==> src/rtl/core_ctrl_pkg.sv <==
`default_nettype none
// ============================================================================
// Package     : core_ctrl_pkg
// Description : Shared definitions for the core control block. Holds the flush
//               sequencer state encoding, the flushable stage count, and the bit
//               index of each stage in the flush_req/ack/busy vectors.
// Revision    : 1.0 - initial release
// ============================================================================
package core_ctrl_pkg;

  // Flushable stages. The order below fixes the bit position of each stage.
  localparam int N_STG      = 8;
  localparam int STG_PW     = 0;  // page walker
  localparam int STG_IL     = 1;  // instruction loader
  localparam int STG_DEC    = 2;  // decoder
  localparam int STG_RSV1   = 3;
  localparam int STG_RSV2   = 4;
  localparam int STG_RSV3   = 5;
  localparam int STG_RSV4   = 6;
  localparam int STG_REGMNG = 7;  // register manager

  typedef enum logic [2:0] {
    ST_IDLE    = 3'd0,
    ST_HOLD    = 3'd1,
    ST_FLUSH   = 3'd2,
    ST_DRAIN   = 3'd3,
    ST_RESTART = 3'd4
  } seq_state_e;

endpackage : core_ctrl_pkg
`default_nettype wire

==> src/rtl/flush_ack_tracker.sv <==
`default_nettype none
// ============================================================================
// Module      : flush_ack_tracker
// Description : Accumulates per-stage flush acknowledges in a sticky mask and
//               runs the flush timeout counter.
//   clk, rst  : clock, synchronous active-high reset
//   start     : clear the mask and the counter (held while the sequencer is
//               in HOLD, so FLUSH always starts clean)
//   active    : sequencer is in FLUSH; acks and counting only happen then
//   ack       : per-stage flush acknowledge
//   done      : every stage acked, including acks arriving this cycle
//   timeout   : counter reaches its terminal value this cycle, mask incomplete
//   pending   : stages still owing an ack after this cycle's acks
// Revision    : 1.0 - initial release
// ============================================================================
module flush_ack_tracker #(
  parameter int N_STG = 8,
  parameter int TMO_W = 8
) (
  input  logic             clk,
  input  logic             rst,
  input  logic             start,
  input  logic             active,
  input  logic [N_STG-1:0] ack,
  output logic             done,
  output logic             timeout,
  output logic [N_STG-1:0] pending
);

  // The counter holds k in the (k+1)-th FLUSH cycle, so the increment that
  // would take it to all-ones happens when it currently holds all-ones-minus-1.
  localparam logic [TMO_W-1:0] C_CNT_LAST = {{(TMO_W-1){1'b1}}, 1'b0};
  localparam logic [TMO_W-1:0] C_CNT_ONE  = {{(TMO_W-1){1'b0}}, 1'b1};

  logic [N_STG-1:0] mask_q, mask_d;
  logic [TMO_W-1:0] cnt_q, cnt_d;
  logic [N_STG-1:0] w_mask_all;

  // Acks outside FLUSH never reach the mask.
  assign w_mask_all = mask_q | (active ? ack : '0);
  assign done       = active & (&w_mask_all);
  assign timeout    = active & ~(&w_mask_all) & (cnt_q == C_CNT_LAST);
  assign pending    = ~w_mask_all;

  always_comb begin
    mask_d = mask_q;
    cnt_d  = cnt_q;
    if (start) begin
      mask_d = '0;
      cnt_d  = '0;
    end else if (active) begin
      mask_d = w_mask_all;
      cnt_d  = cnt_q + C_CNT_ONE;
    end
  end

  always_ff @(posedge clk) begin
    if (rst) begin
      mask_q <= '0;
      cnt_q  <= '0;
    end else begin
      mask_q <= mask_d;
      cnt_q  <= cnt_d;
    end
  end

endmodule : flush_ack_tracker
`default_nettype wire

==> src/rtl/flush_sequencer.sv <==
`default_nettype none
// ============================================================================
// Module      : flush_sequencer
// Description : Sequences a pipeline flush after a commit-side redirect:
//               IDLE -> HOLD (ROB flush) -> FLUSH (per-stage flush handshake)
//               -> DRAIN (wait for idle stages) -> RESTART (fetch restart).
//   redirect_valid/pc  : redirect request and target PC
//   stg_busy           : per-stage busy, must be all-zero to leave DRAIN
//   stg_flush_ack      : per-stage flush acknowledge (FLUSH only)
//   flush_req          : per-stage flush command
//   rob_flush          : one-cycle pulse in HOLD
//   hold_fetch/seq_busy: high whenever the sequencer is not IDLE
//   restart_valid/pc   : fetch restart handshake with restart_ready
//   flush_timeout      : sticky, set when a FLUSH phase times out
//   flush_count        : completed sequences (wrapping)
// All outputs are registered.
// Revision    : 1.0 - initial release
// ============================================================================
module flush_sequencer
  import core_ctrl_pkg::*;
#(
  parameter int PC_W  = 32,
  parameter int N_STG = core_ctrl_pkg::N_STG,
  parameter int TMO_W = 8
) (
  input  logic             clk,
  input  logic             rst,
  input  logic             redirect_valid,
  input  logic [PC_W-1:0]  redirect_pc,
  input  logic [N_STG-1:0] stg_busy,
  input  logic [N_STG-1:0] stg_flush_ack,
  output logic [N_STG-1:0] flush_req,
  output logic             rob_flush,
  output logic             hold_fetch,
  output logic             restart_valid,
  output logic [PC_W-1:0]  restart_pc,
  input  logic             restart_ready,
  output logic             seq_busy,
  output logic             flush_timeout,
  output logic [15:0]      flush_count
);

  seq_state_e       state_q, state_d;
  logic [PC_W-1:0]  pc_q, pc_d;
  logic [N_STG-1:0] flush_req_q, flush_req_d;
  logic             rob_flush_q, rob_flush_d;
  logic             hold_fetch_q, hold_fetch_d;
  logic             restart_valid_q, restart_valid_d;
  logic             flush_timeout_q, flush_timeout_d;
  logic [15:0]      flush_count_q, flush_count_d;

  logic             w_trk_done;
  logic             w_trk_timeout;
  logic [N_STG-1:0] w_trk_pending;

  flush_ack_tracker #(
    .N_STG (N_STG),
    .TMO_W (TMO_W)
  ) u_ack_tracker (
    .clk     (clk),
    .rst     (rst),
    .start   (state_q == ST_HOLD),
    .active  (state_q == ST_FLUSH),
    .ack     (stg_flush_ack),
    .done    (w_trk_done),
    .timeout (w_trk_timeout),
    .pending (w_trk_pending)
  );

  always_comb begin
    state_d         = state_q;
    pc_d            = pc_q;
    flush_timeout_d = flush_timeout_q;
    flush_count_d   = flush_count_q;

    // A redirect arriving mid-sequence only retargets the restart PC; the
    // flush already in progress covers the newer redirect as well.
    if (redirect_valid) begin
      pc_d = redirect_pc;
    end

    unique case (state_q)
      ST_IDLE: begin
        if (redirect_valid) state_d = ST_HOLD;
      end
      ST_HOLD: begin
        state_d = ST_FLUSH;
      end
      ST_FLUSH: begin
        if (w_trk_done) begin
          state_d = ST_DRAIN;
        end else if (w_trk_timeout) begin
          state_d         = ST_DRAIN;
          flush_timeout_d = 1'b1;
        end
      end
      ST_DRAIN: begin
        if (stg_busy == '0) state_d = ST_RESTART;
      end
      ST_RESTART: begin
        // Younger instructions may already have been fetched from the old
        // target, so a redirect here needs a complete new flush.
        if (redirect_valid) begin
          state_d = ST_HOLD;
        end else if (restart_ready) begin
          state_d       = ST_IDLE;
          flush_count_d = flush_count_q + 16'd1;
        end
      end
      default: begin
        state_d = ST_IDLE;
      end
    endcase

    // Outputs are decoded from the next state so they line up with it.
    rob_flush_d     = (state_d == ST_HOLD);
    hold_fetch_d    = (state_d != ST_IDLE);
    restart_valid_d = (state_d == ST_RESTART);
    if (state_d != ST_FLUSH) begin
      flush_req_d = '0;
    end else if (state_q == ST_FLUSH) begin
      flush_req_d = w_trk_pending;
    end else begin
      flush_req_d = '1;
    end
  end

  always_ff @(posedge clk) begin
    if (rst) begin
      state_q         <= ST_IDLE;
      pc_q            <= '0;
      flush_req_q     <= '0;
      rob_flush_q     <= 1'b0;
      hold_fetch_q    <= 1'b0;
      restart_valid_q <= 1'b0;
      flush_timeout_q <= 1'b0;
      flush_count_q   <= '0;
    end else begin
      state_q         <= state_d;
      pc_q            <= pc_d;
      flush_req_q     <= flush_req_d;
      rob_flush_q     <= rob_flush_d;
      hold_fetch_q    <= hold_fetch_d;
      restart_valid_q <= restart_valid_d;
      flush_timeout_q <= flush_timeout_d;
      flush_count_q   <= flush_count_d;
    end
  end

  assign flush_req     = flush_req_q;
  assign rob_flush     = rob_flush_q;
  assign hold_fetch    = hold_fetch_q;
  assign seq_busy      = hold_fetch_q;
  assign restart_valid = restart_valid_q;
  assign restart_pc    = pc_q;
  assign flush_timeout = flush_timeout_q;
  assign flush_count   = flush_count_q;

endmodule : flush_sequencer
`default_nettype wire

==> config.mk <==
export PLATFORM = sky130hd
export DESIGN_NAME = flush_sequencer
export DESIGN_NICKNAME = d
export VERILOG_FILES = /design/src/rtl/core_ctrl_pkg.sv /design/src/rtl/flush_ack_tracker.sv /design/src/rtl/flush_sequencer.sv
export SDC_FILE = /design/constraint.sdc
export NUM_CORES = 1
export LEC_CHECK = 0
export CORE_ASPECT_RATIO = 2
export CORE_MARGIN = 2
export CORE_UTILIZATION = 60
export CTS_BUF_LIST = sky130_fd_sc_hd__clkbuf_2 sky130_fd_sc_hd__clkbuf_4 sky130_fd_sc_hd__clkbuf_8
export DETAILED_ROUTE_END_ITERATION = 8
export DONT_BUFFER_PORTS = 1
export PLACE_DENSITY = 0.8
export SLEW_MARGIN = 10
export SYNTH_ARGS = -nofsm -noshare
export SYNTH_HDL_FRONTEND = slang
export SYNTH_SLANG_ARGS = --single-unit
==> constraint.sdc <==
create_clock -name clk -period 2.36 [get_ports clk]
set_input_delay 0.118 -clock clk [delete_from_list [all_inputs] [get_ports clk]]
set_output_delay 0.118 -clock clk [all_outputs]
set_load 0.02 [all_outputs]
==> impl_metrics.env <==
export IMPL_finalWorstPathRequiredPeriod_ns=2.18
export IMPL_grt_pass1_vias=2795
export IMPL_finalClockSkew_ns=0.0136
export IMPL_synth_flop_cell="dfxtp_1"
export IMPL_antenna_found_initial=0
export IMPL_yosysUniqueCellTypes=39
export IMPL_ant_nets=0
export IMPL_wl_per_cell_um=21.2
export IMPL_ioPinCount=113
export IMPL_routed_wl_mm=9.52
export IMPL_crit_type="register to register"
export IMPL_dp_final_hpwl_mm=4.35
export IMPL_gr_total_overflow=0
export IMPL_initial_utilization_pct=62.5
export IMPL_final_cell_area_mm2=0.00403
export IMPL_vias=2670
export IMPL_synthArstFlopShare_pct=0
export IMPL_clkTransAtPathRegs_ns=0.08
export IMPL_cpMaxStageDelayCell="dfxtp_1"
export IMPL_sw_frac_of_total_pct=26.2
export IMPL_first_pass_iters=6
export IMPL_finalSetupTns_ns=0
export IMPL_worstMarginPinSlew_ns=0.802
export IMPL_area_growth_synth_to_final_pct=31.4
export IMPL_drc_errors=0
export IMPL_cts_tree="built"
export IMPL_grt_usage_pct=35.5
export IMPL_placed_area_mm2=0.00310
export IMPL_leakagePower_nw=1.59
export IMPL_max_freq_mhz=460
export IMPL_cap_violations=0
export IMPL_seq_area_frac_synth_pct=51.5
export IMPL_die_area_mm2=0.00574
export IMPL_syn_area_per_cell_um2=9.69
export IMPL_synth_warnings=0
export IMPL_core_area_mm2=0.00491
export IMPL_powerDensity_mw_per_mm2=728
export IMPL_clockRootBuffer="clkbuf_8"
export IMPL_cts_sinks=79
export IMPL_status="finished, final reports clean"
export IMPL_relSlewSlack_pct=46.3
export IMPL_viasPerCell=5.95
export IMPL_pwr_share_seq_pct=51.0
export IMPL_netlist_instances=317
export IMPL_num_rows=36
export IMPL_drive_gt1_share_pct=8.93
export IMPL_setup_viol_count_final=0
export IMPL_hold_start="redirect_valid"
export IMPL_r2r_setup_slack_ns=0.18
export IMPL_slowest_delay_ns=0.47
export IMPL_cts_max_path_buffers=2
export IMPL_arrival_ns=2.45
export IMPL_final_common_cell="dfxtp_1"
export IMPL_cp_start_kind="register"
export IMPL_r2r_start="state_q[1]"
export IMPL_grt_use_met1_pct=32.4
export IMPL_met3_usage_pct=12.3
export IMPL_synth_seq_cells=79
export IMPL_crit_path_end_kind="register"
export IMPL_layout_common_cells="79 x dfxtp_1, 66 x dlygate4sd3_1, 64 x nor2_1, 32 x mux2i_1, 16 x a21oi_1"
export IMPL_grt_start_max_net_pins=54
export IMPL_gp_congestion=0.781
export IMPL_cts_buffers=9
export IMPL_worstSetupStartpoint="state_q[1]"
export IMPL_fin_crit_sh_pct=92.2
export IMPL_fin_nets=442
export IMPL_crit_chain="nor3b_4 -> buf_12 -> a21oi_1 -> nor4_2 -> a31o_1 -> nor3b_2"
export IMPL_hold_viol=0
export IMPL_cp_max_fo=11
export IMPL_synthesis_nets=372
export IMPL_num_antenna_cells=0
export IMPL_drt_initial_drc_count=114
export IMPL_fin_util_pct=82.2
export IMPL_slew_violations=0
export IMPL_critical_path_required_ns=2.63
export IMPL_clkPwrFrac_pct=39.0
export IMPL_synth_edf_count=0
export IMPL_use_met2_pct=61.2
export IMPL_die_h_um=105
export IMPL_port_buffers=0
export IMPL_grt_pass1_wl_mm=14.1
export IMPL_clk_latency_ns=0.37
export IMPL_min_path_type="input port to register"
export IMPL_p_comb_share_pct=10.0
export IMPL_die_w_um=54.6
export IMPL_synth_area_mm2=0.00307
export IMPL_grt_busiest_layer="met2"
export IMPL_rsz0062_at_grt="false"
export IMPL_peakVddDrop_mv=0.624
export IMPL_p_sw_w=0.000769
export IMPL_power_internal_w=0.00217
export IMPL_h_tree_depth=3
## worst max-delay path: cells and delay by family (launching register included)
family | cells | cell delay [ns]
compound gates | 2 | 0.52
buf+inv | 1 | 0.16
flops | 1 | 0.47
simple gates | 3 | 0.94
## synth_stat cells (2+ instances only)
cell      instances  area share [%]
nor2_1           64             7.8
o21a_1            9             2.2
nand2_1          12             1.5
dfxtp_1          79              52
ha_1              3             1.2
nor3_1           10             1.6
xnor2_1           4             1.1
xor2_1           14             4.0
buf_6             3             1.1
mux2i_1          32              10
buf_4             2            0.49
nand4_1           6             1.2
o21ai_0           6            0.98
buf_1             5            0.61
or3_1             6             1.2
and3_1            2            0.41
and2_1            2            0.41
nor4_1            5             1.0
inv_1             5            0.61
nand3_1           9             1.5
clkbuf_1          6            0.73
a21oi_1          16             2.6
## routing by layer
| metal | vias to the layer above | wire length [um] |
|---|---|---|
| met5 | - | 0 |
| met4 | 0 | 517 |
| met3 | 43 | 724 |
| met2 | 164 | 5240 |
| met1 | 1243 | 3040 |
| li1 | 1220 | - |
## power by group through the flow
stage               sequential [W]  combinational, W  clock [W]
floorplan                  0.00151          0.000151          0
global placement           0.00152          0.000136          0
detailed placement         0.00152          0.000143          0
CTS                        0.00149          0.000262    0.00113
global route               0.00150          0.000313    0.00119
finish                     0.00150          0.000295    0.00114
## path summary, 6_finish.rpt
kind | to | cells past startpoint
max | rob_flush | 6
min reg2reg | u_ack_tracker.mask_q[3] | 2
min | state_q[2] | 3
max reg2reg | rob_flush | 6
## final cells by class
class                      count  area [um2]
clock inverter                 6        95.1
tap                           57        71.3
fill                         239         876
inverter                       5        18.8
clock buffer                  10         131
timing repair buffer          76         761
sequential                    79        1580
multi-input combinational    216        1380
## registers in the layout (all words and copies together), names as in the netlist
register / flops
restart_pc: 32
hold_fetch: 1
state_q: 3
flush_timeout: 1
flush_count: 16
rob_flush: 1
u_ack_tracker.cnt_q: 8
restart_valid: 1
u_ack_tracker.mask_q: 8
flush_req: 8
## cell families after synthesis
kind of cell	count (synthesis)	share of synthesized area, %
DFF	79	51.5
AOI/OAI and AO/OA	36	7.05
and+or+nand+nor	127	20.9
muxes	32	10.4
buffers and inverters	22	3.71
xor gates and xnor gates	18	5.13
adders and majority gates	3	1.22
## timing repair
| item | 4_1_cts | 5_1_grt |
|---|---|---|
| endpoints found under the hold margin | 69 | 0 |
| hold buffers | 67 | 0 |
| endpoints found under the setup margin | 0 | 2 |
| resized for setup | 0 | 0 |
| setup buffers | 0 | 2 |
## through the flow
| stage | std cells | setup slack, ns | hold slack (ns) | total power (W) |
|---|---|---|---|---|
| 2_1_floorplan | 317 | 0.623 | 0.265 | 0.00166 |
| 3_3_place_gp | 364 | 0.231 | 0.193 | 0.00166 |
| 3_5_place_dp | 364 | 0.166 | 0.194 | 0.00166 |
| 4_1_cts | 447 | 0.120 | 0.00111 | 0.00289 |
| 5_1_grt | 449 | 0.0780 | 0.0271 | 0.00301 |
| 6_report | 449 | 0.184 | 0.0243 | 0.00294 |
No activity file was read; power rests on OpenSTA's default activity.
